`src/rtl/vision_pkg.sv`:
```
// rtl/vision_pkg.sv - shared types, defaults and saturating helpers for vision_detector
//   vis_state_t      : detector FSM state encoding (3 bits)
//   *_DEF            : default parameter values for vision_detector
//   sat_add10/sub10  : 10-bit add/subtract clamped to 0..1023
package vision_pkg;

   typedef enum logic [2:0] {
      ST_CLEAR     = 3'd0,
      ST_SUSPECT   = 3'd1,
      ST_CAUGHT    = 3'd2,
      ST_COOLDOWN  = 3'd3,
      ST_GAME_OVER = 3'd4
   } vis_state_t;

   localparam int SUSPECT_FRAMES_DEF  = 8;
   localparam int DECAY_FRAMES_DEF    = 2;
   localparam int COOLDOWN_FRAMES_DEF = 60;
   localparam int MAX_CATCHES_DEF     = 3;

   // Sum is formed in 11 bits so the carry shows the overflow to clamp on.
   function automatic logic [9:0] sat_add10(input logic [9:0] a, input logic [9:0] b);
      logic [10:0] s;
      s = {1'b0, a} + {1'b0, b};
      return s[10] ? 10'h3FF : s[9:0];
   endfunction

   // Difference is formed in 11 bits so the borrow shows the underflow to clamp on.
   function automatic logic [9:0] sat_sub10(input logic [9:0] a, input logic [9:0] b);
      logic [10:0] d;
      d = {1'b0, a} - {1'b0, b};
      return d[10] ? 10'h000 : d[9:0];
   endfunction

endpackage

```
`src/rtl/vision_detector_if.sv`:
```
// rtl/vision_detector_if.sv - player/vision-window inputs and detector status outputs
//   master : scene/camera side, drives enable, player box and window, reads status
//   slave  : detector side, reads scene, drives in_view, suspicion, caught,
//            cam_hold, catch_count, game_over
interface vision_detector_if;

   logic       enable;
   logic [9:0] playerX;
   logic [9:0] playerY;
   logic [9:0] playerS;
   logic [9:0] vision_startX;
   logic [9:0] vision_endX;
   logic [9:0] vision_startY;
   logic [9:0] vision_endY;

   logic       in_view;
   logic [3:0] suspicion;
   logic       caught;
   logic       cam_hold;
   logic [2:0] catch_count;
   logic       game_over;

   modport master (
      output enable, playerX, playerY, playerS,
             vision_startX, vision_endX, vision_startY, vision_endY,
      input  in_view, suspicion, caught, cam_hold, catch_count, game_over
   );

   modport slave (
      input  enable, playerX, playerY, playerS,
             vision_startX, vision_endX, vision_startY, vision_endY,
      output in_view, suspicion, caught, cam_hold, catch_count, game_over
   );

endinterface

```
`src/rtl/vision_overlap.sv`:
```
// rtl/vision_overlap.sv - combinational player-box versus vision-window overlap test
//   player_x_i/player_y_i : player centre
//   player_s_i            : half-size on both axes
//   win_*_i               : inclusive vision window bounds
//   overlap_o             : 1 when the saturated player box touches the window
module vision_overlap
   import vision_pkg::*;
(
   input  logic [9:0] player_x_i,
   input  logic [9:0] player_y_i,
   input  logic [9:0] player_s_i,
   input  logic [9:0] win_start_x_i,
   input  logic [9:0] win_end_x_i,
   input  logic [9:0] win_start_y_i,
   input  logic [9:0] win_end_y_i,
   output logic       overlap_o
);

   logic [9:0] box_x0;
   logic [9:0] box_x1;
   logic [9:0] box_y0;
   logic [9:0] box_y1;
   logic       hit_x;
   logic       hit_y;

   assign box_x0 = sat_sub10(player_x_i, player_s_i);
   assign box_x1 = sat_add10(player_x_i, player_s_i);
   assign box_y0 = sat_sub10(player_y_i, player_s_i);
   assign box_y1 = sat_add10(player_y_i, player_s_i);

   // An inverted window (camera wrapped below zero) is treated as empty.
   assign hit_x = (win_start_x_i <= win_end_x_i) &&
                  (box_x0 <= win_end_x_i) && (box_x1 >= win_start_x_i);
   assign hit_y = (win_start_y_i <= win_end_y_i) &&
                  (box_y0 <= win_end_y_i) && (box_y1 >= win_start_y_i);

   assign overlap_o = hit_x && hit_y;

endmodule

```
`src/rtl/vision_detector.sv`:
```
// rtl/vision_detector.sv - per-frame suspicion FSM, catch counter and camera hold request
//   frame_clk : frame-rate clock, rising edge
//   Reset     : asynchronous, active-high
//   bus       : vision_detector_if.slave, scene inputs and status outputs
//   VISION_DECAY_EN : when defined, suspicion decays one step per DECAY_FRAMES
//                     out-of-view frames; otherwise one out-of-view frame clears it
module vision_detector
   import vision_pkg::*;
#(
   parameter int SUSPECT_FRAMES  = SUSPECT_FRAMES_DEF,
   parameter int DECAY_FRAMES    = DECAY_FRAMES_DEF,
   parameter int COOLDOWN_FRAMES = COOLDOWN_FRAMES_DEF,
   parameter int MAX_CATCHES     = MAX_CATCHES_DEF
)
(
   input logic               frame_clk,
   input logic               Reset,
   vision_detector_if.slave  bus
);

   localparam logic [3:0] SUSP_LIMIT = 4'(SUSPECT_FRAMES);
   localparam logic [7:0] COOL_LOAD  = 8'(COOLDOWN_FRAMES);
   localparam logic [2:0] CATCH_MAX  = 3'(MAX_CATCHES);
`ifdef VISION_DECAY_EN
   localparam logic [7:0] DECAY_LIMIT = 8'(DECAY_FRAMES);
`else
   localparam int decay_frames_unused = DECAY_FRAMES;
`endif

   vis_state_t state_q;
   logic       in_view_q;
   logic [3:0] suspicion_q;
   logic       caught_q;
   logic       cam_hold_q;
   logic [2:0] catch_count_q;
   logic       game_over_q;
   logic [7:0] timer_q;
`ifdef VISION_DECAY_EN
   logic [7:0] decay_cnt_q;
`endif

   logic       overlap;
   logic       hit;
   logic [3:0] suspicion_inc_d;
   logic [2:0] catch_count_d;

   vision_overlap u_overlap (
      .player_x_i    (bus.playerX),
      .player_y_i    (bus.playerY),
      .player_s_i    (bus.playerS),
      .win_start_x_i (bus.vision_startX),
      .win_end_x_i   (bus.vision_endX),
      .win_start_y_i (bus.vision_startY),
      .win_end_y_i   (bus.vision_endY),
      .overlap_o     (overlap)
   );

   assign hit             = overlap && bus.enable;
   assign suspicion_inc_d = suspicion_q + 4'd1;
   assign catch_count_d   = (catch_count_q == 3'd7) ? 3'd7 : catch_count_q + 3'd1;

   always_ff @(posedge frame_clk or posedge Reset) begin
      if (Reset) begin
         state_q       <= ST_CLEAR;
         in_view_q     <= 1'b0;
         suspicion_q   <= 4'd0;
         caught_q      <= 1'b0;
         cam_hold_q    <= 1'b0;
         catch_count_q <= 3'd0;
         game_over_q   <= 1'b0;
         timer_q       <= 8'd0;
`ifdef VISION_DECAY_EN
         decay_cnt_q   <= 8'd0;
`endif
      end else begin
         in_view_q <= hit;
         caught_q  <= 1'b0;
         case (state_q)
            ST_CLEAR: begin
               if (hit) begin
                  suspicion_q <= 4'd1;
`ifdef VISION_DECAY_EN
                  decay_cnt_q <= 8'd0;
`endif
                  // A single in-view frame is already a catch when the limit is 1.
                  if (SUSP_LIMIT == 4'd1) begin
                     state_q       <= ST_CAUGHT;
                     caught_q      <= 1'b1;
                     cam_hold_q    <= 1'b1;
                     catch_count_q <= catch_count_d;
                  end else begin
                     state_q <= ST_SUSPECT;
                  end
               end
            end
            ST_SUSPECT: begin
               if (hit) begin
                  suspicion_q <= suspicion_inc_d;
`ifdef VISION_DECAY_EN
                  decay_cnt_q <= 8'd0;
`endif
                  if (suspicion_inc_d == SUSP_LIMIT) begin
                     state_q       <= ST_CAUGHT;
                     caught_q      <= 1'b1;
                     cam_hold_q    <= 1'b1;
                     catch_count_q <= catch_count_d;
                  end
               end else begin
`ifdef VISION_DECAY_EN
                  if (decay_cnt_q + 8'd1 >= DECAY_LIMIT) begin
                     decay_cnt_q <= 8'd0;
                     suspicion_q <= suspicion_q - 4'd1;
                     if (suspicion_q == 4'd1) begin
                        state_q <= ST_CLEAR;
                     end
                  end else begin
                     decay_cnt_q <= decay_cnt_q + 8'd1;
                  end
`else
                  suspicion_q <= 4'd0;
                  state_q     <= ST_CLEAR;
`endif
               end
            end
            ST_CAUGHT: begin
               if (catch_count_q == CATCH_MAX) begin
                  state_q     <= ST_GAME_OVER;
                  game_over_q <= 1'b1;
               end else begin
                  state_q <= ST_COOLDOWN;
                  timer_q <= COOL_LOAD;
               end
            end
            ST_COOLDOWN: begin
               // Player position is deliberately ignored while the camera is held.
               if (timer_q <= 8'd1) begin
                  state_q     <= ST_CLEAR;
                  timer_q     <= 8'd0;
                  suspicion_q <= 4'd0;
                  cam_hold_q  <= 1'b0;
               end else begin
                  timer_q <= timer_q - 8'd1;
               end
            end
            ST_GAME_OVER: begin
               game_over_q <= 1'b1;
               cam_hold_q  <= 1'b1;
            end
            default: begin
               state_q <= ST_CLEAR;
            end
         endcase
      end
   end

   assign bus.in_view     = in_view_q;
   assign bus.suspicion   = suspicion_q;
   assign bus.caught      = caught_q;
   assign bus.cam_hold    = cam_hold_q;
   assign bus.catch_count = catch_count_q;
   assign bus.game_over   = game_over_q;

endmodule
```
`src/flat_wrapper.sv`:
```
// flat-port wrapper written by rule: the top's interface ports become plain ports
module vision_detector_flat import vision_pkg::*;
#(
   parameter int SUSPECT_FRAMES  = SUSPECT_FRAMES_DEF,
   parameter int DECAY_FRAMES    = DECAY_FRAMES_DEF,
   parameter int COOLDOWN_FRAMES = COOLDOWN_FRAMES_DEF,
   parameter int MAX_CATCHES     = MAX_CATCHES_DEF
)
  (frame_clk, Reset, bus_enable, bus_playerX, bus_playerY, bus_playerS, bus_vision_startX, bus_vision_endX, bus_vision_startY, bus_vision_endY, bus_in_view, bus_suspicion, bus_caught, bus_cam_hold, bus_catch_count, bus_game_over);
  vision_detector_if bus_i ();
  input logic frame_clk;
  input logic Reset;
  input wire logic [$bits(bus_i.enable)-1:0] bus_enable;
  input wire logic [$bits(bus_i.playerX)-1:0] bus_playerX;
  input wire logic [$bits(bus_i.playerY)-1:0] bus_playerY;
  input wire logic [$bits(bus_i.playerS)-1:0] bus_playerS;
  input wire logic [$bits(bus_i.vision_startX)-1:0] bus_vision_startX;
  input wire logic [$bits(bus_i.vision_endX)-1:0] bus_vision_endX;
  input wire logic [$bits(bus_i.vision_startY)-1:0] bus_vision_startY;
  input wire logic [$bits(bus_i.vision_endY)-1:0] bus_vision_endY;
  output wire logic [$bits(bus_i.in_view)-1:0] bus_in_view;
  output wire logic [$bits(bus_i.suspicion)-1:0] bus_suspicion;
  output wire logic [$bits(bus_i.caught)-1:0] bus_caught;
  output wire logic [$bits(bus_i.cam_hold)-1:0] bus_cam_hold;
  output wire logic [$bits(bus_i.catch_count)-1:0] bus_catch_count;
  output wire logic [$bits(bus_i.game_over)-1:0] bus_game_over;
  assign bus_i.enable = bus_enable;
  assign bus_i.playerX = bus_playerX;
  assign bus_i.playerY = bus_playerY;
  assign bus_i.playerS = bus_playerS;
  assign bus_i.vision_startX = bus_vision_startX;
  assign bus_i.vision_endX = bus_vision_endX;
  assign bus_i.vision_startY = bus_vision_startY;
  assign bus_i.vision_endY = bus_vision_endY;
  assign bus_in_view = bus_i.in_view;
  assign bus_suspicion = bus_i.suspicion;
  assign bus_caught = bus_i.caught;
  assign bus_cam_hold = bus_i.cam_hold;
  assign bus_catch_count = bus_i.catch_count;
  assign bus_game_over = bus_i.game_over;
  vision_detector #(.SUSPECT_FRAMES(SUSPECT_FRAMES), .DECAY_FRAMES(DECAY_FRAMES), .COOLDOWN_FRAMES(COOLDOWN_FRAMES), .MAX_CATCHES(MAX_CATCHES)) u_core (.frame_clk(frame_clk), .Reset(Reset), .bus(bus_i));
endmodule
```
`config.mk`:
```
export PLATFORM = sky130hd
export DESIGN_NAME = vision_detector_flat
export DESIGN_NICKNAME = d
export VERILOG_FILES = /design/src/rtl/vision_pkg.sv /design/src/rtl/vision_detector_if.sv /design/src/rtl/vision_overlap.sv /design/src/rtl/vision_detector.sv /design/src/flat_wrapper.sv
export SDC_FILE = /design/constraint.sdc
export NUM_CORES = 1
export LEC_CHECK = 0
export BUFFER_PORTS_ARGS = -buffer_cell sky130_fd_sc_hd__buf_4
export CAP_MARGIN = 20
export CORE_AREA = 2 2 103 105
export CTS_BUF_LIST = sky130_fd_sc_hd__clkbuf_16
export DETAILED_ROUTE_END_ITERATION = 8
export DIE_AREA = 0 0 105 107
export GPL_TIMING_DRIVEN = 1
export PLACE_DENSITY_LB_ADDON = 0.15
export SKIP_CTS_REPAIR_TIMING = 1
export SLEW_MARGIN = 20
export SYNTH_ARGS = -nofsm -noshare
export SYNTH_HDL_FRONTEND = slang
export SYNTH_SLANG_ARGS = --single-unit
```
`constraint.sdc`:
```
create_clock -name frame_clk -period 3.45 [get_ports frame_clk]
set_clock_uncertainty 0.15 [all_clocks]
set_input_delay 0.69 -clock frame_clk [delete_from_list [all_inputs] [get_ports frame_clk]]
set_output_delay 0.69 -clock frame_clk [all_outputs]
set_load 0.01 [all_outputs]
```
==> results <==
- The commonest cells after synthesis are sky130_fd_sc_hd__ha_1, sky130_fd_sc_hd__inv_1, sky130_fd_sc_hd__nand2_1.
- Setup repair after global routing could not meet its margin everywhere.
- The overall die area is 11,200 sq um.
- Traced cell by cell, the critical path runs through buf_8 -> buf_6 -> ha_4 -> inv_2 -> fa_2 -> a21o_1 -> a21oi_2 -> nor2b_1 -> o21a_1 -> o211ai_1 -> o2bb2ai_4 -> buf_6 -> nor2_4 -> ha_2 -> a21o_1 -> a21o_1 -> a2111oi_4 -> nor3b_4 -> nor4_4 -> buf_4 -> nand4b_4 -> mux2_4.
- The average instance in the mapped netlist occupies 7.75 sq um.
- The total via count after detailed routing is 4,710.
- For this run, design rule violations remaining after detail routing come to 0.
- The number of antenna diodes in the final layout is 0.
- The first-iteration detailed-routing DRC count is 151.
- In this run the number of H-tree levels came out at 1.
- The total CTS buffers is 3.
- The share of synthesized registers carrying an async set or reset is 1.00.
- The first global-routing pass estimated 21,200 microns of wire.
- For hold timing, the worst endpoint is u_core.bus.game_over.
- Of the synthesized area, sequential elements account for 0.124.
- The number of nets still failing antenna checks after routing is 0.
- The initial utilization of the core area, before any placement, comes to 0.438.
- The number of failing hold endpoints at the final stage is 0.
- The number of cells on the worst reg-to-reg path is 7.
- Across the VDD grid, the largest voltage drop is 0.000282 V.
- The largest single stage delay on the critical path is 0.38 ns.
- STA puts the critical path data arrival time at 4.77 ns.
- In this run the worst path has a maximum fanout of 6.
- The reported max-cap violation count is 0.
- The CTS tree is built.
- Measured along the x axis, the die boundary spans 105 microns.
- Summing all placed instances gives a cell area of 6080 sq um.
- After global routing the overflow that remains totals 0.
- The power per unit of standard cell area is 242 nW/um^2.
- The number of enable flip-flop cells after synthesis is 0.
- The final reports fail on negative setup slack.
- The startpoint class of the critical path is an input port.
- The port buffer count is 83.
- On the critical path, the stage with the largest delay is an instance of sky130_fd_sc_hd__fa_2.
- For the finished layout, the period the worst path requires is 4.77 ns.
- The flow ran to the end, but the final reports show violations.
- The tree built by TritonCTS fans out to 22 sinks.
- The synthesized area is 4420 sq um.
- For this design the static power due to leakage is 3.32 nW.
- The worst setup path category is input port to flip-flop.
- In the finished design, the share of the clock period the worst path needs comes to 1.38.
- STA classifies the critical path endpoint as a flip-flop.
- Using the TritonRoute via totals, the vias-per-cell ratio works out to 5.22.
- The top-area cell type share of the netlist area is 0.297.
- Counting along the longest clock path gives a buffer depth of 2.
- The I/O pin count is 84.
- By area the synthesized netlist is led by sky130_fd_sc_hd__ha_1, sky130_fd_sc_hd__dfrtp_1, sky130_fd_sc_hd__inv_1.
- The number of nets in the final layout is 950.
- The number of pins with negative max-slew slack in the final report came to 0.
- The final setup slack of the worst path is -1.32 ns.
- Clock latency on the worst-skew pair, taken at its later pin, is 0.26 ns.
- The final count of negative-setup-slack endpoints is 12.
- The number of global-route vias before repair came to 4,806.
- The kind of path behind the tightest hold check is flip-flop to flip-flop.
- Among the stages of the critical path, the cell type that occurs most often is sky130_fd_sc_hd__a21o_1.
- Once layout is done, the placed cells without fillers occupy 6410 sq um.
- After floorplanning, the core was sized to cover 10,100 sq um.
- Relative to the synthesized area, the layout overhead comes to 45.0%.
- The largest net degree at the start of global routing is 23.
- Wires add up to 12,900 microns.
- The fraction of the core area covered by cells at the end of the flow is 0.635.
- The fmax is 210 MHz.
- The most area-hungry cell type in the Yosys netlist is sky130_fd_sc_hd__ha_1.
- The post-placement setup slack is -1.62 ns.
- For this run, the total global-route usage over all layers was measured as 0.226.
- The initialized floorplan defines 37 standard-cell rows.
- The startpoint of the most critical register-to-register path is u_core.bus.suspicion[0].
- Clock-pin slew was measured on the worst setup and hold paths at 0.06 ns.
- sky130_fd_sc_hd__ha_1 is the most common cell in the netlist.
- The count of mapped cells out of synthesis is 571.
- The worst hold path depth is 1.
- Data on the critical path is required at its endpoint by 3.45 ns.
- The first detailed-routing pass ran for 4 iterations.
- The critical register-to-register path endpoint is u_core.bus.catch_count[0].
- The share of layout cells above drive strength 1 is 0.322.
- The register-to-register path setup slack is 1.34 ns.
- The die is 107 microns tall.
- The actual slew at the worst max-slew pin is 0.830 ns.
- Measured against its own limit, the worst slew margin works out to 0.446.
- The number of antenna violations at the first check in global routing was 0.
- The routability congestion estimate from global placement is 0.874.
- The number of different library cells used by synthesis comes to 58.
- The final routed wire length divided by cell count is 14.2 microns.
- Synthesis inferred 22 register bits.
- After legalization and detailed placement, the total HPWL measured 10,900 microns.
- The worst hold path begins at u_core.bus.game_over.
- The Yosys warning count is 0.
- The dominant register cell in the synthesized netlist is sky130_fd_sc_hd__dfrtp_1.
- Clock tree synthesis selected as its root buffer the cell sky130_fd_sc_hd__clkbuf_16.
- The post-synthesis net count is 753.
state kept, by name (all words and copies together), names as in the netlist:
register and flops:
u_core.state_q 3, u_core.bus.in_view 1, u_core.bus.cam_hold 1, u_core.bus.game_over 1, u_core.bus.caught 1, u_core.timer_q 8
u_core.bus.catch_count 3, u_core.bus.suspicion 4
logic make-up after synthesis:
group | count (synthesis) | synth area share
AOI/OAI and AO/OA | 141 | 0.221
xor gates and xnor gates | 19 | 0.0376
adders and majority gates | 109 | 0.315
buffers and inverters | 92 | 0.0781
DFF | 22 | 0.124
muxes | 4 | 0.0105
and+or+nand+nor | 184 | 0.214
layout by cell type, fill, tap and decap left out, types with 5 or more instances in the layout:
master                     netlist  final
sky130_fd_sc_hd__nand4_1         9      9
sky130_fd_sc_hd__nor2_1         38     37
sky130_fd_sc_hd__nand2_1        48     47
sky130_fd_sc_hd__a21o_1          7      7
sky130_fd_sc_hd__or3_1           5      5
sky130_fd_sc_hd__o21a_1         13     13
sky130_fd_sc_hd__a211oi_1       12     10
sky130_fd_sc_hd__o21ai_0        31     26
sky130_fd_sc_hd__nand3_1        11     11
sky130_fd_sc_hd__o21bai_1        8      8
sky130_fd_sc_hd__nor3_1         25     22
sky130_fd_sc_hd__xnor2_1        14     14
sky130_fd_sc_hd__buf_4           0    196
sky130_fd_sc_hd__nor2b_1        10     10
sky130_fd_sc_hd__and2_1          5      5
sky130_fd_sc_hd__dfrtp_1        22     22
sky130_fd_sc_hd__xor2_1          5      5
sky130_fd_sc_hd__a21oi_1        30     27
sky130_fd_sc_hd__ha_1          105    101
sky130_fd_sc_hd__inv_1          83     80
sky130_fd_sc_hd__nand2b_1       12     12
cell type report:
| type | instances | area (sq um) |
|---|---|---|
| multi-input cells | 457 | 3740 |
| fillers | 899 | 3680 |
| repair buffers | 201 | 1530 |
| flip-flops and latches | 22 | 551 |
| inverters | 83 | 318 |
| well taps | 136 | 170 |
| clock buffers | 3 | 75.1 |
| clock inverters | 1 | 30.0 |
power by group:
group | total, mW | internal, mW | switching (mW)
clock | 0.326 | 0.231 | 0.0955
sequential | 0.285 | 0.266 | 0.0193
combinational | 0.941 | 0.482 | 0.460
total | 1.55 | 0.978 | 0.574
worst max path at each step:
stage,start,end,slack [ns],cells after the start
finish,bus_playerS[0],u_core.bus.catch_count[0],-1.32,22
global route,bus_playerS[1],u_core.bus.catch_count[0],-1.54,20
CTS,bus_playerS[1],u_core.bus.suspicion[0],-1.42,20
detailed placement,bus_playerS[1],u_core.bus.suspicion[0],-1.62,20
global placement,bus_playerS[1],u_core.bus.catch_count[0],-1.53,19
floorplan,bus_playerS[1],u_core.bus.catch_count[0],-1.12,17
critical path: cells and delay by family:
family | cells | cell delay, ns
compound gates | 8 | 1.86
fa+ha+maj | 3 | 0.68
buf+inv | 5 | 0.56
mux | 1 | 0.31
simple gates | 5 | 0.67
metal layers:
metal / global-route usage / vias to the layer above / part of all wire
li1: - / 2426 / -
met1: 0.290 / 2175 / 0.46
met2: 0.411 / 89 / 0.49
met3: 0.0140 / 20 / 0.028
met4: 0.0590 / 0 / 0.021
met5: 0 / - / 0
metrics by stage:
stage | power, mW | std cells | hold WS, ns | setup TNS (ns)
after floorplan | 0.779 | 571 | 0.316 | -10.58
after CTS | 1.49 | 896 | 0.336 | -15.10
final | 1.55 | 903 | 0.336 | -14.30
after detailed placement | 1.16 | 892 | 0.315 | -18.07
after global routing | 1.68 | 903 | 0.370 | -17.03
after global placement | 1.13 | 892 | 0.310 | -17.12
Power figures use the tool's default switching activity.
